$ cat src/rtl/spi_flash_rd.sv
// Read-only picorv32 memory-bus responder that fetches words from SPI flash with READ (0x03), SPI mode 0.
// Define SPI_FLASH_SEQ_EN to keep CS low after a read and stream the next sequential word without CMD/ADDR.
module spi_flash_rd #(
  parameter int DIV     = 2,
  parameter int CS_HIGH = 8
) (
  input  logic        CLK100MHZ,
  input  logic        resetn,
  input  logic        sel,
  input  logic        mem_valid,
  input  logic [31:0] mem_addr,
  input  logic [3:0]  mem_wstrb,
  output logic        mem_ready,
  output logic [31:0] mem_rdata,
  output logic        spi_csn,
  output logic        spi_sck,
  output logic        spi_mosi,
  input  logic        spi_miso,
  output logic        busy
);

`ifdef SPI_FLASH_SEQ_EN
  typedef enum logic [2:0] {IDLE, CMD, ADDR, DATA, DONE, GAP, HOLD} state_t;
`else
  typedef enum logic [2:0] {IDLE, CMD, ADDR, DATA, DONE, GAP} state_t;
`endif

  localparam logic [7:0]  DIV_M1 = 8'(DIV - 1);
  localparam logic [15:0] GAP_M1 = 16'(CS_HIGH - 1);

  state_t      state, state_next;
  logic [7:0]  div_cnt;
  logic [4:0]  bit_cnt;
  logic [15:0] gap_cnt;
  logic        armed;
  logic        live;
  logic [31:0] shreg;
  logic [31:0] rx;
  logic        rd_req, wr_req, in_shift, tick, rise, fall, last_bit;
  logic [4:0]  rx_idx;
  logic        unused_addr;

  // A ready pulse in the previous cycle blocks acceptance while the CPU drops mem_valid.
  assign rd_req   = mem_valid & sel & ~mem_ready & (mem_wstrb == 4'b0000);
  assign wr_req   = mem_valid & sel & ~mem_ready & (mem_wstrb != 4'b0000);
  assign in_shift = (state == CMD) | (state == ADDR) | (state == DATA);
  assign tick     = in_shift & armed & (div_cnt == DIV_M1);
  assign rise     = tick & ~spi_sck;
  assign fall     = tick & spi_sck;
  // Bytes arrive MSB first; byte k lands in bits [8k+7:8k].
  assign rx_idx   = {bit_cnt[4:3], ~bit_cnt[2:0]};
  assign busy     = (state != IDLE);
  assign unused_addr = &{1'b0, mem_addr[31:24], mem_addr[1:0]};

`ifdef SPI_FLASH_SEQ_EN
  logic [21:0] next_word;
  logic        seq_hit;
  assign seq_hit = (mem_addr[23:2] == next_word);
`endif

  always_comb begin
    state_next = state;
    last_bit   = 1'b0;
    case (state)
      IDLE: if (rd_req) state_next = CMD;
      CMD: begin
        last_bit = (bit_cnt == 5'd7);
        if (fall && last_bit) state_next = ADDR;
      end
      ADDR: begin
        last_bit = (bit_cnt == 5'd23);
        if (fall && last_bit) state_next = DATA;
      end
      DATA: begin
        last_bit = (bit_cnt == 5'd31);
        if (fall && last_bit) state_next = DONE;
      end
`ifdef SPI_FLASH_SEQ_EN
      DONE: state_next = HOLD;
      HOLD: begin
        if (rd_req && seq_hit) state_next = DATA;
        else if (rd_req || wr_req) state_next = GAP;
      end
`else
      DONE: state_next = GAP;
`endif
      GAP: if (gap_cnt == GAP_M1) state_next = IDLE;
      default: state_next = IDLE;
    endcase
  end

  always_ff @(posedge CLK100MHZ) begin
    if (!resetn) state <= IDLE;
    else         state <= state_next;
  end

  always_ff @(posedge CLK100MHZ) begin
    if (!resetn) begin
      spi_csn   <= 1'b1;
      spi_sck   <= 1'b0;
      spi_mosi  <= 1'b0;
      mem_ready <= 1'b0;
      mem_rdata <= '0;
      armed     <= 1'b0;
      live      <= 1'b0;
      div_cnt   <= '0;
      bit_cnt   <= '0;
      gap_cnt   <= '0;
    end else begin
      mem_ready <= 1'b0;
      live      <= live & mem_valid;
      if (in_shift) begin
        // First cycle of a shift burst only lowers CS and presents the first bit.
        if (!armed) begin
          armed    <= 1'b1;
          spi_csn  <= 1'b0;
          spi_mosi <= (state == DATA) ? 1'b0 : shreg[31];
          div_cnt  <= '0;
        end else if (div_cnt == DIV_M1) begin
          div_cnt <= '0;
          spi_sck <= ~spi_sck;
          if (spi_sck) begin
            spi_mosi <= shreg[30];
            bit_cnt  <= last_bit ? 5'd0 : bit_cnt + 5'd1;
          end
        end else begin
          div_cnt <= div_cnt + 8'd1;
        end
      end else begin
        armed <= 1'b0;
      end
      case (state)
        IDLE: begin
          if (wr_req) mem_ready <= 1'b1;
          if (rd_req) begin
            live    <= 1'b1;
            bit_cnt <= '0;
          end
        end
        DONE: begin
          mem_ready <= live & mem_valid;
          mem_rdata <= rx;
`ifndef SPI_FLASH_SEQ_EN
          spi_csn   <= 1'b1;
          gap_cnt   <= '0;
`endif
        end
        GAP: gap_cnt <= gap_cnt + 16'd1;
`ifdef SPI_FLASH_SEQ_EN
        HOLD: begin
          if (state_next == GAP) begin
            spi_csn <= 1'b1;
            gap_cnt <= '0;
          end else if (state_next == DATA) begin
            live <= 1'b1;
          end
        end
`endif
        default: ;
      endcase
    end
  end

  always_ff @(posedge CLK100MHZ) begin
    if (state == IDLE && rd_req) shreg <= {8'h03, mem_addr[23:2], 2'b00};
    else if (fall)               shreg <= {shreg[30:0], 1'b0};
    if (rise && state == DATA) rx[rx_idx] <= spi_miso;
`ifdef SPI_FLASH_SEQ_EN
    if (state == IDLE && rd_req)                         next_word <= mem_addr[23:2] + 22'd1;
    else if (state == HOLD && state_next == DATA)        next_word <= next_word + 22'd1;
`endif
  end

endmodule

$ cat config.mk
export PLATFORM = sky130hd
export DESIGN_NAME = spi_flash_rd
export DESIGN_NICKNAME = d
export VERILOG_FILES = /design/src/rtl/spi_flash_rd.sv
export SDC_FILE = /design/constraint.sdc
export NUM_CORES = 1
export LEC_CHECK = 0
export BUFFER_PORTS_ARGS = -buffer_cell sky130_fd_sc_hd__buf_2
export CAP_MARGIN = 20
export CORE_ASPECT_RATIO = 2
export CORE_MARGIN = 1.5
export CORE_UTILIZATION = 40
export CTS_BUF_LIST = sky130_fd_sc_hd__clkbuf_8
export DETAILED_ROUTE_END_ITERATION = 10
export PLACE_DENSITY_LB_ADDON = 0.15
export SLEW_MARGIN = 5
export SYNTH_ARGS = -nofsm -noshare
export SYNTH_HDL_FRONTEND = slang
export SYNTH_SLANG_ARGS = --single-unit
$ cat constraint.sdc
create_clock -name CLK100MHZ -period 2.5 [get_ports CLK100MHZ]
set_input_delay 0.125 -clock CLK100MHZ [delete_from_list [all_inputs] [get_ports CLK100MHZ]]
set_output_delay 0.125 -clock CLK100MHZ [all_outputs]
set_load 0.05 [all_outputs]
After elaboration in Yosys (flattened, before gate mapping)
Cells that the tools add are included.

storage, ports and cells
  word-level logic and storage cells = 100
  output and inout port bits = 37
  input port bits = 41
  bits in registers = 132

operators by class
  mux-type cells = 31
  eq/ne operators = 17
  order comparisons = 2
  reductions and logical operators = 17
  bitwise gates (word level) = 16
  $add $sub $neg = 3

operators by type and width
  operator                                                     count
  two-way mux 24 bit                                           2
  two-way mux 5 bit                                            7
  bitwise mux 32 bit                                           1
  one-hot mux 16 bit (2 select lines)                          1
  one-hot mux 3 bit (6 select lines)                           1
  adder 16 x 1 -> 16 bit (second input constant)               1
  == test 16 x 3 -> 1 bit (second input constant)              1
  two-way mux 8 bit                                            2
  two-way mux 3 bit                                            5
  == test 5 bit (second input constant)                        2
  AND 1 bit                                                    9
  two-way mux 1 bit                                            9
  adder 8 x 1 -> 8 bit (second input constant)                 1
  == test 8 x 1 -> 1 bit (second input constant)               1
  != test 2 x 1 -> 1 bit (second input constant)               4
  == test 3 x 2 -> 1 bit (second input constant)               2
  == test 3 bit (second input constant)                        2
  logical AND 1 bit                                            6
  less-than comparator 5 x 6 -> 1 bit (second input constant)  1
  != test 2 bit (second input constant)                        3
  AND reduction 3 bit                                          2
  adder 5 x 1 -> 5 bit (second input constant)                 1
  demux 1 bit (select 5 bit)                                   1
  == test 5 x 3 -> 1 bit (second input constant)               1
  other kinds (15)                                             20

Logic depth before layout (Yosys ltp)
Gate-level depths: netlist (run 1).

  depth after elaboration = 9
  mapped depth = 9
  depth with buffers taken out = 8

Worst setup path after synthesis (run 1)
No wires, ideal clock.

  path type = register -> register
  from = reg state[1]
  to = reg shreg[10], enable pin
  clock period less this slack = 2.673 ns
  library setup time = 0.379 ns
  required time = 2.121 ns
  setup slack = -0.173 ns
  cell stages (with the launch flop) = 7
  arrival = 2.294 ns
  cell sequence = dfxtp_1 -> or3_1 -> clkbuf_1 -> or3_1 -> clkbuf_1 -> clkbuf_1 -> nand2_1

between the ends
  word-level cells in the longest chain between the ends = 7

ends and longest elaborated chain
  item                                                              RTL line  text
  start: declaration                                                31        state_t state, state_next;
  start signal: assignment                                          94        else state <= state_next;
  == test 3 x 1 -> 1 bit or == test 3 x 2 -> 1 bit (tied branches)  46        assign in_shift = (state == CMD) | (state == ADDR) | (state == DATA);
  bitwise OR 1 bit (2 in a row)                                     46
  AND 1 bit (2 in a row)                                            47        assign tick = in_shift & armed & (div_cnt == DIV_M1);
  AND 1 bit                                                         49        assign fall = tick & spi_sck;
  nonzero test 2 bit (no source line) (*)                           -
  end signal: assignment                                            165       if (state == IDLE && rd_req) shreg <= {8'h03, mem_addr[23:2], 2'b00};
  end signal: assignment                                            166       else if (fall) shreg <= {shreg[30:0], 1'b0};
  end: declaration                                                  37        logic [31:0] shreg;

Every way passes the cells marked *; elsewhere a longest branch is shown, timed or not.
A chain may end at the register's enable or synchronous reset.

Worst setup path in the final report (run 1)
  from = reg div_cnt[1]
  to = reg state[0]

between the ends
  word-level cells in the longest chain between the ends = 6

ends and longest elaborated chain
  item                                         RTL line    text
  start: declaration                           32          logic [7:0] div_cnt;
  start signal: assignment                     127         div_cnt <= div_cnt + 8'd1;
  == test 8 x 1 -> 1 bit (*)                   47
  AND 1 bit (*)                                47
  AND 1 bit (*)                                49
  logical AND 1 bit, on equally long branches  76, 68, 72
  != test 2 x 1 -> 1 bit (no source line)      -
  AND reduction 5 bit (no source line) (*)     -

Marked as above.

==> results.txt, run 1 <==
- Status: completed
* Post-synthesis average cell area: 9.183 um^2
* Largest cells by area after synthesis: edfxtp_1 (29%), dfxtp_1 (28%), nand2_1 (12%)
* Drc violations: 0
- The share of total power dissipated in combinational logic is 8.8%.
- Headroom to the max-slew limit: 68.64%
- Count of mapped cells out of synthesis: 607
- Cell area after synthesis: 5574 um^2
- At the later pin of the worst-skew pair, clock insertion delay measures 440 ps.
- Post-synth net total: 656
- Initial core utilization: 41.25%
- The worst path meets setup with 123.5 ps of slack.
- Biggest fanout along the worst timing path: 7
- Clock tree synthesis found a total of 132 sinks.
- Fraction of synthesis flops using an asynchronous set or reset pin: 0%
* Area used by multi-input combinational logic: 2231 um^2
- At the pin with the least slew margin, the transition time is 470.4 ps.
- Data on the critical path arrives at its endpoint at 2690 ps.
* Fin Clk Skew: 9.972 ps
- Dividing total power by cell area gives a power density of 695.6 nW/um^2.
- Total Routed Length: 11,630 um
- The first detailed-routing pass ran for 6 iterations.
- Dividing the final minimum period by the clock period gives 95.06%.
- The hold violation count in the final report was 0.
- The longest clock path from root to sink contains 2 buffers.
- Final number of setup-violating endpoints: 0
- Required time at the worst-slack endpoint: 2820 ps
- Distinct cell type count of the synthesized netlist: 54
- From bottom edge to top edge, the die measures 169.9 um.
- Global routing finished with a remaining overflow of 0.
- The synthesized design spends more area on one cell type than any other, namely edfxtp_1.
* Largest net degree at the start of global routing: 38
* Number of filler cells placed in the layout: 1,303
- Number of register bits inferred by synthesis: 132
- Worst slack, placed: 32.24 ps
- The worst setup path is of the reg2reg kind.
- Post-synth top flop: dfxtp_1
* Global Route Usage Sum: 17.24%
- Floorplan Core Area: 13,510 um^2
* Number of DRC violations after detailed-routing iteration 0: 195
- CP endpoint kind: flip-flop
* Unrepaired setup endpoints after global routing: yes
- Area Overhead vs Synth: 23.08%
* Number of enable flip-flop cells after synthesis: 54
- In the final layout, the share of cells above drive strength 1 is 19.75%.
- Measured along the x axis, the die boundary spans 86.47 um.
- The share of total power dissipated in the clock network is 42.2%.
- The floorplan step defined a die boundary enclosing 14,700 um^2.
- Routability congestion estimate from global placement: 0.7904
- The max-slew violation total from the final report is 0.
* CP startpoint kind: flip-flop
* Number of global-route vias before repair: 4,468
- The H-tree generated during clock tree synthesis spans 4 levels.
- In the final layout, flip-flops and latches occupy 3183 um^2.
* Post-synth top area share: 29.09%
- During I/O placement, the number of pins put on the boundary was 78.
* Number of placement rows: 60
- NumNets Final: 755
- Hold Path Class: in2reg
- Register clock-pin slew on the reported worst setup and hold paths: 70 ps
- The first global-routing pass estimated 20,020 um of wire.
- Antenna violations before repair: 0
- Based on the critical path, the design can be clocked at up to 0.4208 GHz.
* Clock tree from TritonCTS: done
- Measured on the finished design, the core utilization comes to 50.77%.
- Minimum clock period: 2376 ps
* Antenna fix cells: 0
- NetSw: 1200 uW
- Net switching is 25.15% of the power.
* IR drop worst, VDD: 0.3951 mV
- In this run the clock root is driven by a clkbuf_8.
- In this run, CTS created clock tree buffers numbering 17.
- After detailed routing, the average wire length per cell comes to 13.30 um.
- The routed layout has 4,431 vias.
- Buffers on Ports: 67
- In this run the static leakage power is 0.002696 uW.
- HPWL Detailed: 8199 um
* Avg Vias per Cell: 5.070
- The count of nets left with antenna violations once routing finished came out at 0.
- Internal power comes to 3572 uW.
* Sequential share of the synthesized area: 57.10%
- MaxCap Viol Count: 0
* Relative contribution of sequential cells to total power: 49.0%
- During synthesis, Yosys emitted a total of 0 warnings.
## routing by layer
layer	GRT usage (%)	up-vias	share of wire (%)
li1	-	2254	-
met1	16.97	2069	39
met5	0	-	0
met2	33.15	86	56
met3	4.074	22	2.9
met4	7.363	0	2.0
## cells in the final DEF (no fill, tap or decap), types with 7 or more instances in the layout
master / synthesis / layout
dfxtp_1: 78 / 78
edfxtp_1: 54 / 54
a21oi_1: 52 / 52
clkbuf_8: 0 / 18
and2_1: 7 / 7
nor2b_1: 9 / 9
and3_1: 10 / 10
o21ai_0: 9 / 9
ha_1: 8 / 8
buf_4: 0 / 23
nor2_1: 58 / 56
nand2_1: 175 / 173
xor2_1: 8 / 8
buf_2: 2 / 67
nand3_1: 17 / 17
dlygate4sd3_1: 0 / 23
## path summary, 6_finish.rpt
path | slack, ps | startpoint | endpoint | depth (start not counted)
worst max-delay path | 120 | div_cnt[1] | state[0] | 9
worst min-delay path | 100 | resetn | div_cnt[0] | 4
worst max register to register | 120 | div_cnt[1] | state[0] | 9
worst min register to register | 450 | mem_rdata[5] | mem_rdata[5] | 2
## registers in the layout, summed over array words and instances, names as in the netlist
| register | cells |
|---|---|
| armed | 1 |
| bit_cnt | 5 |
| div_cnt | 8 |
| gap_cnt | 16 |
| live | 1 |
| mem_rdata | 32 |
| mem_ready | 1 |
| rx | 32 |
| shreg | 30 |
| spi_csn | 1 |
| spi_mosi | 1 |
| spi_sck | 1 |
| state | 3 |
## power by group through the flow
stage	Combinational [uW]	Clock, uW	Sequential (uW)
finish	418	2020	2340
global route	456	2160	2350
CTS	423	2070	2340
detailed placement	394	0	2390
global placement	389	0	2390
floorplan	183	0	2470
## synth_stat cells (3+ instances only)
library cell / number
nand2_1: 175
dfxtp_1: 78
nor2_1: 58
edfxtp_1: 54
a21oi_1: 52
clkbuf_1: 30
nand3_1: 17
and3_1: 10
nor2b_1: 9
o21ai_0: 9
ha_1: 8
xor2_1: 8
and2_1: 7
inv_1: 6
nand4_1: 6
nor3_1: 6
nor4_1: 6
nand2b_1: 5
or3_1: 5
or4_1: 5
a21boi_0: 4
nor3b_1: 4
mux2i_1: 3
nand3b_1: 3
o21a_1: 3
## critical path: stages (launching register included)
cell and delay, ps:
dfxtp_1 350, inv_1 70, ha_1 140, or4b_4 470, nor4_4 300, buf_4 210
and3_1 330, a21oi_1 120, o211ai_1 190, nand3_1 90
## layout make-up
class                      instances  area share [%]
inverter                           7          0.3830
clock buffer                      18           3.611
timing repair buffer             115           11.34
tap                              155           2.827
clock inverter                    14           2.918
sequential                       132           46.40
multi-input combinational        433           32.52
## logic make-up after synthesis
family	synth area share, %
flops	57.10
compound gates	8.956
buf+inv	3.142
fa+ha+maj	1.796
xor+xnor	1.571
mux	0.9428
simple gates	26.49
## stage by stage
stage	cells	hold slack, ps	power [uW]	TNS, ps	instance area [um^2]
final	874	100.6	4772	0	6860
after global routing	874	89.74	4964	-5.972	6860
after CTS	873	70.18	4832	0	6848
after detailed placement	818	388.2	2783	0	6165
after global placement	818	384.7	2777	0	6165
after floorplan	607	223.9	2657	0	5577
## what timing repair did
item,in CTS,in global routing
gates resized for setup,2,1
endpoints found under the setup margin,3,12
buffers inserted,0,1
hold buffers,23,0
hold endpoints to repair,23,0
cloned,0,0
No activity file was read; power rests on OpenSTA's default activity.
==> inputs of run 2 (changes only) <==
--- a/config.mk
+++ b/config.mk
@@ -8,7 +8,6 @@
 export BUFFER_PORTS_ARGS = -buffer_cell sky130_fd_sc_hd__buf_2
 export CAP_MARGIN = 20
 export CORE_ASPECT_RATIO = 2
-export CORE_MARGIN = 1.5
 export CORE_UTILIZATION = 40
 export CTS_BUF_LIST = sky130_fd_sc_hd__clkbuf_8
 export DETAILED_ROUTE_END_ITERATION = 10
==> run 2 against run 1 <==
Compared with the run above: wire length is 0.28% higher; critical path depth stayed put; global-route usage is 0.12 points lower; core utilization is 0.64 points lower; sequential power hardly changed; non-clock buffer count is 1 higher; clock power is 17% lower; total power is 7.0% lower; fmax is 1.0% higher; final cell count is 0.11% higher; combinational power hardly changed; flip-flop and latch count stayed put.
==> results.txt, run 2 (synthesis results as in run 1) <==
- Status: completed
- Number of nets still failing antenna checks after routing: 0 (unchanged)
* Antenna fix cells: 0 (unchanged)
* Horiz. Die Dim: 85.47 um (-1.2%)
* Clock tree from TritonCTS: done
- The overall via count from detail_route came to 4,405 (-0.59%).
- Worst reg2reg path endpoint: rx[25]
- The startpoint identified for the worst register-to-register timing path is div_cnt[1].
* Total Routed Length: 11,660 um (+0.28%)
- CP startpoint kind: flip-flop
* Leading cell type in the layout, fill and taps excluded: nand2_1
- The worst reg2reg path depth was 9 (unchanged).
* Area Overhead vs Synth: 21.53%
- The area occupied by multi-input gates was 2223 um^2 (-0.34%).
- The critical path in this run is classified as reg2reg.
- The transition time at the pin with the least slew margin was 449.4 ps (-21.01 ps).
- The final HPWL from detailed placement was 8280 um (+0.99%).
- Fin. Hold Viols: 0 (unchanged)
* Antenna violations before repair: 0 (unchanged)
- First-pass GRT wire length: 19,400 um (-3.1%)
* CP endpoint kind: flip-flop
- Setup repair after global routing left no endpoint under its margin.
- Number of placement rows: 60 (unchanged)
* Register clock-pin slew on the reported worst setup and hold paths: 70 ps (about the same)
* Max H-tree Level: 4 (unchanged)
- Tcrit/Tclk final: 94.12% (-0.94 points)
* Number of DRC violations after detailed-routing iteration 0: 142 (-27%)
- The all-layer global routing usage came to 17.12% (-0.12 points).
* Worst Hold Path EP: spi_csn
- The number of fill cells in the layout is 1,289 (-1.1%).
- I/O pin total: 78 (unchanged)
- Leaving out fill and tap cells, the most frequent cells in the layout are nand2_1 (173), dfxtp_1 (78), buf_2 (67).
* Die Span Y: 168.9 um (-0.59%)
* Number of sinks driven by the clock tree: 132 (unchanged)
- Worst hold margin: 150.4 ps (+49.79 ps)
* Required time at the worst-slack endpoint: 2630 ps (-190 ps)
* Avg Vias per Cell: 5.034 (-0.70%)
- The number of port buffers came to 67 (unchanged).
* Final number of setup-violating endpoints: 0 (unchanged)
* Drc violations: 0 (unchanged)
- The starting utilization of the core area came to 41.25% (unchanged).
- The data arrival time of the critical path came to 2480 ps (-210 ps).
- Floorplan Core Area: 13,510 um^2 (unchanged)
* Largest registers: mem_rdata: 32 flops, rx: 32 flops, shreg: 30 flops
- The number of buffers inserted to repair setup after CTS was 0 (unchanged).
- The worst max-slew margin expressed relative to the limit is 69.76% (+1.1 points).
* Number of detailed-route iterations in the first pass: 4 (-2)
- Clock latency of the later-clocked register in the worst-skew pair: 430 ps (about the same)
- Minimum clock period: 2353 ps (-23.46 ps)
* Number of buffers created by CTS: 17 (unchanged)
- Beginning of the worst hold path: resetn
- The max-cap check violation count was 0 (unchanged).
- The post-route setup TNS came to 0 ps (unchanged).
- The path class of the tightest hold or removal check is in2reg.
- The cell depth of the worst hold path was 3 (-1).
- The sequential cell area was 3183 um^2 (unchanged).
- The number of global-route vias before repair came to 4,238 (-5.1%).
* NumNets Final: 756 (+0.13%)
- The max-slew violation total from the final report came to 0 (unchanged).
- The pin count of the biggest net entering global routing was 33 (-13%).
* Fin Clk Skew: 18.00 ps (+8.032 ps)
- Final core area utilization: 50.13% (-0.64 points)
- Root buf cell: clkbuf_8
- Static Leak: 0.002652 uW (-1.6%)
- The die outline area was 14,440 um^2 (-1.7%).
- The layout cell share with drive strength beyond 1 was 19.72% (-0.027 points).
- IR drop worst, VDD: 0.3399 mV (-14%)
* Upper clock frequency limit: 0.4250 GHz (+1.0%)
- The overall overflow remaining after global route came to 0 (unchanged).
- Register-to-Register Setup Slack: 150 ps (+20 ps)
- WL per Instance: 13.32 um (+0.16%)
- Routability congestion estimate from global placement: 0.7987 (+1.1%)
- Power density relative to cell area: 655.0 nW/um^2 (-5.8%)
- The number of buffers between clock root and the deepest sink was 2 (unchanged).
- The biggest fanout along the worst timing path came to 8 (+1).
-- run 2: cell count changes in the layout (fill, tap and decap cells not counted), sizes merged --
cell      previous run  this run
bufinv               4         1
clkinvlp             0         3
buf                 92        93
-- run 2: cell type report --
cell class | count | share of cell area (%)
flip-flops and latches | 132 | 46.99
multi-input cells | 433 | 32.82
repair buffers | 116 | 11.41
clock buffers | 18 | 3.657
well taps | 155 | 2.863
clock inverters | 14 | 1.866
inverters | 7 | 0.3879
-- run 2: worst max path at each step --
stage,end,from,cells after the start
after global placement,rx[19],div_cnt[1],8
after detailed placement,rx[31],div_cnt[1],8
after global routing,rx[8],div_cnt[1],9
final,rx[25],div_cnt[1],9
after CTS,rx[31],div_cnt[1],8
after floorplan,shreg[10],state[1],6
-- run 2: critical path: stages, from the launching register on --
cell and delay (ps):
dfxtp_1 350, inv_1 70, ha_1 140, or4b_4 470, nor4_4 210, nand3_1 140
nor2_1 270, nand2_1 90, buf_4 180, nor2_1 150
-- run 2: through the flow --
stage	setup WS, ps	power [uW]	cells	area, um^2
after floorplan	39.51	2657	607	5577
after global placement	137.9	2774	820	6167
after detailed placement	88.90	2781	820	6167
after CTS	87.84	4515	875	6771
after global routing	29.23	4629	875	6774
final	147.0	4437	875	6774
-- run 2: per-layer routing --
metal | wire [um] | vias up | global-route usage [%]
met4 | 187 | 0 | 7.246
met2 | 6545 | 77 | 33.63
met5 | 0 | - | 0
met1 | 4645 | 2058 | 16.50
li1 | - | 2259 | -
met3 | 278 | 11 | 3.852
-- run 2: power breakdown --
group          leakage, uW  total [uW]  internal, uW  switching (uW)
combinational      0.00135         418           143             275
clock             0.000186        1680           819             862
sequential         0.00111        2340          2300            39.0
total              0.00265        4440          3260            1180
-- run 2: timing repair --
item,CTS,global route
resized for setup,0,1
setup endpoints to repair,0,7
hold buffers,23,0
endpoints found under the hold margin,23,0
